$ cat src/rtl/uart_pkg.sv
// Shared definitions for the UART receive and transmit paths.
package uart_pkg;

    typedef enum logic [1:0] {
        ST_IDLE  = 2'd0,
        ST_START = 2'd1,
        ST_DATA  = 2'd2,
        ST_STOP  = 2'd3
    } uart_state_t;

    localparam int DATA_BITS        = 8;
    localparam int DEFAULT_BAUD_DIV = 434;
    localparam int MIN_BAUD_DIV     = 2;

endpackage

$ cat src/rtl/uart_rx_sync.sv
// Two-flop synchronizer for PIN_RX with falling-edge detect; all flops preset high.
module uart_rx_sync (
    input  logic CLK,
    input  logic HRESET,
    input  logic PIN_RX,
    output logic rx_s,
    output logic fall
);

    localparam int STAGES = 2;

    logic [STAGES-1:0] sync_reg;
    logic              prev_reg;

    genvar gi;
    generate
        for (gi = 0; gi < STAGES; gi++) begin : g_stage
            if (gi == 0) begin : g_first
                always_ff @(posedge CLK or negedge HRESET) begin
                    if (!HRESET) sync_reg[gi] <= 1'b1;
                    else         sync_reg[gi] <= PIN_RX;
                end
            end else begin : g_next
                always_ff @(posedge CLK or negedge HRESET) begin
                    if (!HRESET) sync_reg[gi] <= 1'b1;
                    else         sync_reg[gi] <= sync_reg[gi-1];
                end
            end
        end
    endgenerate

    // Previous synchronized sample, preset high so reset release never looks like a start bit.
    always_ff @(posedge CLK or negedge HRESET) begin
        if (!HRESET) prev_reg <= 1'b1;
        else         prev_reg <= sync_reg[STAGES-1];
    end

    assign rx_s = sync_reg[STAGES-1];
    assign fall = prev_reg & ~sync_reg[STAGES-1];

endmodule

$ cat src/rtl/uart_rx.sv
// 8N1 UART receiver: mid-bit sampling, one-entry holding register, frame error and overrun flags.
module uart_rx #(
    parameter int DIV_WIDTH = 16,
    parameter int DATA_BITS = 8
) (
    input  logic                 CLK,
    input  logic                 HRESET,
    input  logic                 PIN_RX,
    input  logic [DIV_WIDTH-1:0] baud_div,
    input  logic                 rx_enable,
    input  logic                 rx_read,
    output logic [7:0]           rx_data,
    output logic                 rx_full,
    output logic                 frame_err,
    output logic                 overrun,
    output logic                 rx_busy
);

    import uart_pkg::*;

    logic rx_s;
    logic fall;

    uart_rx_sync u_sync (
        .CLK    (CLK),
        .HRESET (HRESET),
        .PIN_RX (PIN_RX),
        .rx_s   (rx_s),
        .fall   (fall)
    );

    uart_state_t          state_reg, state_next;
    logic [DIV_WIDTH-1:0] cnt_reg, cnt_next;
    logic [DIV_WIDTH-1:0] div_reg, div_next;
    logic [2:0]           bit_reg, bit_next;
    logic [DATA_BITS-1:0] shift_reg, shift_next;
    logic [7:0]           data_reg, data_next;
    logic                 full_reg, full_next;
    logic                 ferr_reg, ferr_next;
    logic                 ovr_reg, ovr_next;

    logic [DIV_WIDTH-1:0] div_clamped;

    assign div_clamped = (baud_div < DIV_WIDTH'(MIN_BAUD_DIV)) ? DIV_WIDTH'(MIN_BAUD_DIV) : baud_div;

    always_ff @(posedge CLK or negedge HRESET) begin
        if (!HRESET) begin
            state_reg <= ST_IDLE;
            cnt_reg   <= '0;
            div_reg   <= '0;
            bit_reg   <= '0;
            shift_reg <= '0;
            data_reg  <= '0;
            full_reg  <= 1'b0;
            ferr_reg  <= 1'b0;
            ovr_reg   <= 1'b0;
        end else begin
            state_reg <= state_next;
            cnt_reg   <= cnt_next;
            div_reg   <= div_next;
            bit_reg   <= bit_next;
            shift_reg <= shift_next;
            data_reg  <= data_next;
            full_reg  <= full_next;
            ferr_reg  <= ferr_next;
            ovr_reg   <= ovr_next;
        end
    end

    always_comb begin
        state_next = state_reg;
        cnt_next   = cnt_reg;
        div_next   = div_reg;
        bit_next   = bit_reg;
        shift_next = shift_reg;
        data_next  = data_reg;
        full_next  = full_reg;
        ferr_next  = ferr_reg;
        ovr_next   = ovr_reg;

        // A read on its own empties the holding register; a commit below may refill it.
        if (rx_read && full_reg) begin
            full_next = 1'b0;
            ovr_next  = 1'b0;
        end

        unique case (state_reg)
            ST_IDLE: begin
                if (rx_enable && fall) begin
                    div_next   = div_clamped;
                    cnt_next   = (div_clamped >> 1) - DIV_WIDTH'(1);
                    state_next = ST_START;
                end
            end
            ST_START: begin
                if (!rx_enable) begin
                    state_next = ST_IDLE;
                end else if (cnt_reg == '0) begin
                    if (rx_s) begin
                        state_next = ST_IDLE;
                    end else begin
                        cnt_next   = div_reg - DIV_WIDTH'(1);
                        bit_next   = '0;
                        state_next = ST_DATA;
                    end
                end else begin
                    cnt_next = cnt_reg - DIV_WIDTH'(1);
                end
            end
            ST_DATA: begin
                if (!rx_enable) begin
                    state_next = ST_IDLE;
                end else if (cnt_reg == '0) begin
                    shift_next = {rx_s, shift_reg[DATA_BITS-1:1]};
                    cnt_next   = div_reg - DIV_WIDTH'(1);
                    bit_next   = bit_reg + 3'd1;
                    if (bit_reg == 3'(DATA_BITS - 1)) state_next = ST_STOP;
                end else begin
                    cnt_next = cnt_reg - DIV_WIDTH'(1);
                end
            end
            ST_STOP: begin
                if (!rx_enable) begin
                    state_next = ST_IDLE;
                end else if (cnt_reg == '0) begin
                    state_next = ST_IDLE;
                    if (!full_reg || rx_read) begin
                        data_next = shift_reg[7:0];
                        ferr_next = ~rx_s;
                        full_next = 1'b1;
                    end else begin
                        ovr_next = 1'b1;
                    end
                end else begin
                    cnt_next = cnt_reg - DIV_WIDTH'(1);
                end
            end
            default: state_next = ST_IDLE;
        endcase
    end

    assign rx_data   = data_reg;
    assign rx_full   = full_reg;
    assign frame_err = ferr_reg;
    assign overrun   = ovr_reg;
    assign rx_busy   = (state_reg != ST_IDLE);

endmodule

$ cat config.mk
export PLATFORM = sky130hd
export DESIGN_NAME = uart_rx
export DESIGN_NICKNAME = d
export VERILOG_FILES = /design/src/rtl/uart_pkg.sv /design/src/rtl/uart_rx_sync.sv /design/src/rtl/uart_rx.sv
export SDC_FILE = /design/constraint.sdc
export NUM_CORES = 1
export LEC_CHECK = 0
export CORE_ASPECT_RATIO = 0.6
export CORE_UTILIZATION = 45
export DETAILED_ROUTE_END_ITERATION = 8
export PLACE_DENSITY_LB_ADDON = 0.05
export SYNTH_ARGS = -nofsm -noshare
export SYNTH_HDL_FRONTEND = slang
export SYNTH_HIERARCHICAL = 1
export SYNTH_SLANG_ARGS = --single-unit
$ cat constraint.sdc
create_clock -name CLK -period 2.5 [get_ports CLK]
set_input_delay 0.5 -clock CLK [delete_from_list [all_inputs] [get_ports CLK]]
set_output_delay 0.5 -clock CLK [all_outputs]
set_load 0.01 [all_outputs]
Word level (Yosys, flattened, before mapping)

Cells that the tools add are included.

Input bits: 21
Bits in registers: 59
Output and inout bits: 12
Logic and storage cells: 86

Multiplexer cells: 36
Order comparisons: 1
Reduce and logical (&&, ||, !) cells: 14
Bitwise gates (word level): 2
Equal/unequal tests: 17
Add/sub/neg operators: 4

Operator list:

| operator                                                    | number |
|---|---|
| 2-to-1 mux 16 bit                                           | 9 |
| case mux 16 bit (4 select lines)                            | 1 |
| subtractor 16 x 1 -> 16 bit, second input constant          | 2 |
| 2-to-1 mux 2 bit                                            | 9 |
| logical NOT 16 bit                                          | 1 |
| less-than comparator 16 x 2 -> 1 bit, second input constant | 1 |
| != test 2 bit, second input constant                        | 8 |
| subtractor 15 x 1 -> 16 bit, second input constant          | 1 |
| 2-to-1 mux 3 bit                                            | 5 |
| != test 3 bit, second input constant                        | 5 |
| AND reduction 6 bit                                         | 2 |
| 2-to-1 mux 1 bit                                            | 10 |
| case mux 2 bit (4 select lines)                             | 1 |
| case mux 3 bit (2 select lines)                             | 1 |
| AND reduction 5 bit                                         | 1 |
| equality test 2 bit, second input constant                  | 2 |
| AND reduction 4 bit                                         | 1 |
| nonzero test 2 bit                                          | 2 |
| adder 3 x 1 -> 3 bit, second input constant                 | 1 |
| equality test 3 bit, second input constant                  | 1 |
| AND reduction 3 bit                                         | 1 |
| equality test 2 x 1 -> 1 bit, second input constant         | 1 |
| logical AND 1 bit                                           | 2 |
| logical NOT 2 bit                                           | 1 |
| other kinds (5)                                             | 5 |

Logic depth before layout (Yosys ltp)

Depth after elaboration: 6
Mapped depth: 11
Gate-level depth less buffers: 11

By module

The synthesis kept the hierarchy.

By module, submodules not included:

| module       | sequential area each (µm²) | times used | cells each | area each (µm²) |
|---|---|---|---|---|
| uart_rx      | 1401.3                     | 1          | 371        | 3528.4 |
| uart_rx_sync | 78.8                       | 1          | 4          | 92.6 |

Worst setup path before layout

No wires, ideal clock.

Path kind: input-to-reg
Start point: input port baud_div[4]
End point: register cnt_reg[10]
Setup time: 0.126 ns
Stages on the path: 11
Data arrival time: 2.552 ns
Setup slack: -0.178 ns
Path buffers: 0
Data required time: 2.374 ns
Path through: nor4_1 nand2_1 nor2_1 nor2_1 ha_1 nor3b_1 nand2_1 or3_1 xor2_1 nor3_1 a311o_1

Word-level cells in the longest chain between the ends: 5

Ends and longest elaborated chain:

| element                              | line          | source |
|---|---|---|
| start: declaration                   | uart_rx.sv:9  | `input logic [DIV_WIDTH-1:0] baud_div,` |
| less-than comparator 16 x 2 -> 1 bit | uart_rx.sv:44 | `assign div_clamped = (baud_div < DIV_WIDTH'(MIN_BAUD_DIV)) ? DIV_WIDTH'(MIN_BAUD_DIV) : baud_div;` |
| 2-to-1 mux 16 bit *                  | uart_rx.sv:44 |  |
| subtractor 15 x 1 -> 16 bit *        | uart_rx.sv:91 | `cnt_next = (div_clamped >> 1) - DIV_WIDTH'(1);` |
| 2-to-1 mux 16 bit *                  | uart_rx.sv:89 | `if (rx_enable && fall) begin` |
| case mux 16 bit (4 select lines) *   | uart_rx.sv:87 | `unique case (state_reg)` |
| end signal: assignment               | uart_rx.sv:59 | `cnt_reg <= cnt_next;` |
| end: declaration                     | uart_rx.sv:33 | `logic [DIV_WIDTH-1:0] cnt_reg, cnt_next;` |

Every way passes the cells marked *; elsewhere a longest branch is shown, timed or not. The select of a mux whose other input is x is not followed.
A chain may end at the register's enable or synchronous reset.

Final worst setup path

Start point: register cnt_reg[0]
End point: register cnt_reg[13]

Word-level cells in the longest chain between the ends: 4
Elaborated cells between the ends (all ways): 12
Classes of those cells: 1 x add/sub; 2 x eq/ne; 7 x mux; 2 x reduce/logical

Ends and longest elaborated chain:

| element                                                           | line |
|---|---|
| subtractor 16 x 1 -> 16 bit or logical NOT 16 bit (tied branches) | n/a |
| 2-to-1 mux 16 bit, on equally long branches                       | uart_rx.sv:125, uart_rx.sv:98, uart_rx.sv:113 |
| 2-to-1 mux 16 bit, on equally long branches                       | uart_rx.sv:123, uart_rx.sv:96, uart_rx.sv:111 |
| case mux 16 bit (4 select lines)                                  | uart_rx.sv:87 |

Several ways; a longest one is shown, not always the timed one. The select of a mux whose other input is x is not followed.

==> impl_metrics.csv <==
group,metric,value,unit
worst_setup_path,cp_top_family,"simple AND/OR/NAND/NOR gates",
sta,relSlewSlack,67.0,%
detailed_routing,drtAntennaViolNets,0,
die,placementRows,24,
synth,netlist_area,3620,µm²
grt,grt_max_degree,24,
synth,async_reset_ff_share,100,%
grt,grt_pass1_wl,17.2,mm
sta,maxSlewViolCount,0,
detailed_routing,drt-initial-drc-count,277,
detailed_routing,routed_via_density,5.80,
synth,synthDistinctLibCells,61,
synth,ys.flop_type,"dfrtp_1",
place,dpl_cell_area,4420,µm²
power,power_switching,2.32,mW
clocking,clock-root-buffer,"clkbuf_16",
hold_path,hp-class,"input pin to asynchronous set/reset pin",
worst_setup_path,setup.worst_path.start_class,"flop",
power,switching_share,43.3,%
place,io_buffers,32,
layout,num_antenna_cells,0,
synth,ys_seq_elements,59,
run_status,outcome,"completed",
detailed_routing,vias,3304,
die,initial_core_util,48.2,%
worst_setup_path,r2r_start,"cnt_reg[0]",
power,power.total,5.36,mW
clocking,clock_latency,330,ps
sta,fin_ws,136,ps
power,irDropWorstVdd,0.000493,V
grt,antenna_found_initial,0,
die,ioPinCount,33,
grt,first_global_vias,3170,
die,die_h,71.5,µm
die,dieWidth,118,µm
synth,yosysWarnings,6,
worst_setup_path,critical_path_class,"flop to flop",
synth,syn_avg_cell_area,9.66,µm²
worst_setup_path,cp.buffers_inverters,1,
synth,syn_nets,405,
worst_setup_path,r2r_setup_slack,140,ps
worst_setup_path,r2r_end,"cnt_reg[13]",
job,cap_violations,0,
clocking,htree_levels,3,
worst_setup_path,crit_cells,8,
grt,grt.total_usage,26.9,%
worst_setup_path,worst_ep_arrival_time,2580,ps
worst_setup_path,crit_fanout,7,
grt,grt_remaining_overflow,0,
die,core-area,7510,µm²
sta,finClkSkew,4.96,ps
clocking,path_clk_slew,60,ps
clocking,cts_tree,"yes",
die,dieArea,8420,µm²
power,power_frac_comb,48.3,%
sta,fmax,0.423,GHz
sta,hold_slack,130,ps
layout,syn_to_final_growth,31.7,%
detailed_routing,firstDrtPassIters,5,
worst_setup_path,slowest_stage,"dfrtp_1",
place,dp_hpwl,7.92,mm
layout,nets,491,
power,clockPowerShare,21.4,%
worst_setup_path,crit_chain,"inv_1 > ha_1 > nor3b_1 > and4_1 > a211o_2 > nor2_1 > nand2_1 > o221a_2",
clocking,clock_sinks,59,
detailed_routing,drc,0,
synth,postSynthCellCount,375,
power,p_leak,2.12,nW
sta,final.min_clock_period,2360,ps
layout,drive_gt1_share,27.5,%
worst_setup_path,crit_path_end_kind,"flop",
power,p_int,3.04,mW
detailed_routing,wire_per_inst,18.3,µm
place,place.gp.congestion,0.924,
layout,final_cell_area,4770,µm²
detailed_routing,routed_wl,10.5,mm
power,p_seq_share,30.3,%
worst_setup_path,slowest_delay,410,ps
sta,hold_viol_final,0,
synth,synth_edf_count,0,
sta,min_period_over_period,94.6,%
layout,finalCoreUtilization,63.5,%
worst_setup_path,required,2720,ps
worst_setup_path,r2r_cells,8,
sta,setup_viol,0,
power,pwr_density_cell,1120,nW/µm²
sta,tightest_slew,495,ps
clocking,cts_buffer_depth,2,
place,pre_cts_slack,-519,ps
clocking,cts_made_buffers,9,
synth,yosysSeqAreaShare,40.9,%
[power by group through the flow]
| stage | Sequential [mW] | Clock, mW | Combinational (mW) |
|---|---|---|---|
| finish | 1.62 | 1.15 | 2.59 |
| global route | 1.66 | 1.20 | 2.83 |
| CTS | 1.60 | 1.16 | 2.53 |
| detailed placement | 1.63 | 0 | 2.50 |
| global placement | 1.62 | 0 | 2.45 |
| floorplan | 1.51 | 0 | 1.69 |
[timing repair]
action | 4_1_cts | 5_1_grt
resized for setup | 11 | 15
pin swaps | 3 | 7
hold buffers | 0 | 0
hold endpoints to repair | 0 | 0
setup endpoints to repair | 7 | 9
buffers inserted | 2 | 1
[final cells by class]
| class | count | area, µm² |
|---|---|---|
| clock inverter | 7 | 53.8 |
| inverter | 12 | 45.0 |
| sequential | 59 | 1480 |
| multi-input combinational | 291 | 2090 |
| clock buffer | 9 | 225 |
| fill | 657 | 2740 |
| timing repair buffer | 88 | 746 |
| tap | 104 | 130 |
[cell usage in the layout, fill, tap and decap left out, types with 4 or more instances in the layout]
cell type / netlist / final
a21oi_1: 8 / 8
a31oi_1: 6 / 6
buf_4: 0 / 56
clkbuf_16: 0 / 9
clkdlybuf4s50_1: 0 / 15
dfrtp_1: 56 / 56
dlygate4sd2_1: 0 / 8
dlymetal6s2s_1: 0 / 8
ha_1: 9 / 8
inv_1: 12 / 11
mux2_2: 29 / 29
nand2_1: 49 / 49
nand3_1: 11 / 11
nand3b_1: 4 / 4
nand4_1: 9 / 9
nor2_1: 26 / 23
nor3_1: 11 / 11
nor4_1: 6 / 4
nor4_4: 2 / 5
o211ai_1: 11 / 11
o21ai_0: 18 / 18
o22ai_1: 5 / 5
o31ai_1: 6 / 6
xnor2_1: 14 / 14
xor2_1: 11 / 11
[cells by family after synthesis]
group / count (synthesis) / synth area share, %
muxes: 30 / 9.30
AOI/OAI and AO/OA: 81 / 15.9
and+or+nand+nor: 146 / 21.7
xor gates and xnor gates: 25 / 6.05
adders and majority gates: 9 / 3.11
buffers and inverters: 25 / 3.11
DFF: 59 / 40.9
[metrics by stage]
step / TNS [ps] / instances
detailed placement: -2940 / 551
global route: -5.09 / 570
finish: 0 / 570
global placement: -1970 / 551
CTS: 0 / 569
floorplan: 0 / 375
[how the worst max path moves through the flow]
stage / start / to / slack, ps
after global placement: baud_div[12] / cnt_reg[10] / -370
after global routing: cnt_reg[0] / rx_data[3] / -5
after floorplan: baud_div[4] / cnt_reg[10] / 20
final: cnt_reg[0] / cnt_reg[13] / 140
after detailed placement: baud_div[12] / cnt_reg[10] / -520
after CTS: baud_div[5] / cnt_reg[10] / 7
[worst reg2reg max path, delay by kind of cell, from the launching register on]
family,cells,cell delay (ps)
fa+ha+maj,1,230
compound gates,2,680
flops,1,410
buf+inv,1,100
simple gates,4,840
[cells in the mapped netlist, drive strengths merged, types with 2 or more instances]
library cell  count  area [µm²]
a211oi            3        22.5
a21boi            2        15.0
a21oi             8        40.0
a221oi            2        17.5
a22o              3        26.3
a22oi             2        20.0
a311oi            2        17.5
a31oi             6        37.5
and2              2        12.5
and3              2        12.5
buf               6        41.3
clkbuf            7        26.3
dfrtp            56        1400
dfstp             3        78.8
ha                9         113
inv              12        45.0
mux2             29         327
nand2            49         184
nand2b            3        18.8
nand3            12        65.1
nand3b            5        50.1
nand4             9        56.3
nor2             26        97.6
nor3             11        55.1
nor3b             4        30.0
nor4              9        92.6
o211ai           11        82.6
o21ai            18        90.1
o221a             2        22.5
o22ai             5        31.3
o31ai             6        45.0
o41ai             2        25.0
or2               2        12.5
or3               3        18.8
or4               4        31.3
xnor2            14         123
xor2             11        96.3
[layer usage]
layer  global-route usage, %  part of all wire, %  vias up  wire, µm
li1                        -                    -     1573         -
met1                    41.4                   52     1581      5440
met2                    35.6                   38      139      3970
met3                    8.52                  9.2       11       961
met4                    6.55                 0.81        0        85
met5                       0                    0        -         0
No activity file was read; power rests on OpenSTA's default activity.
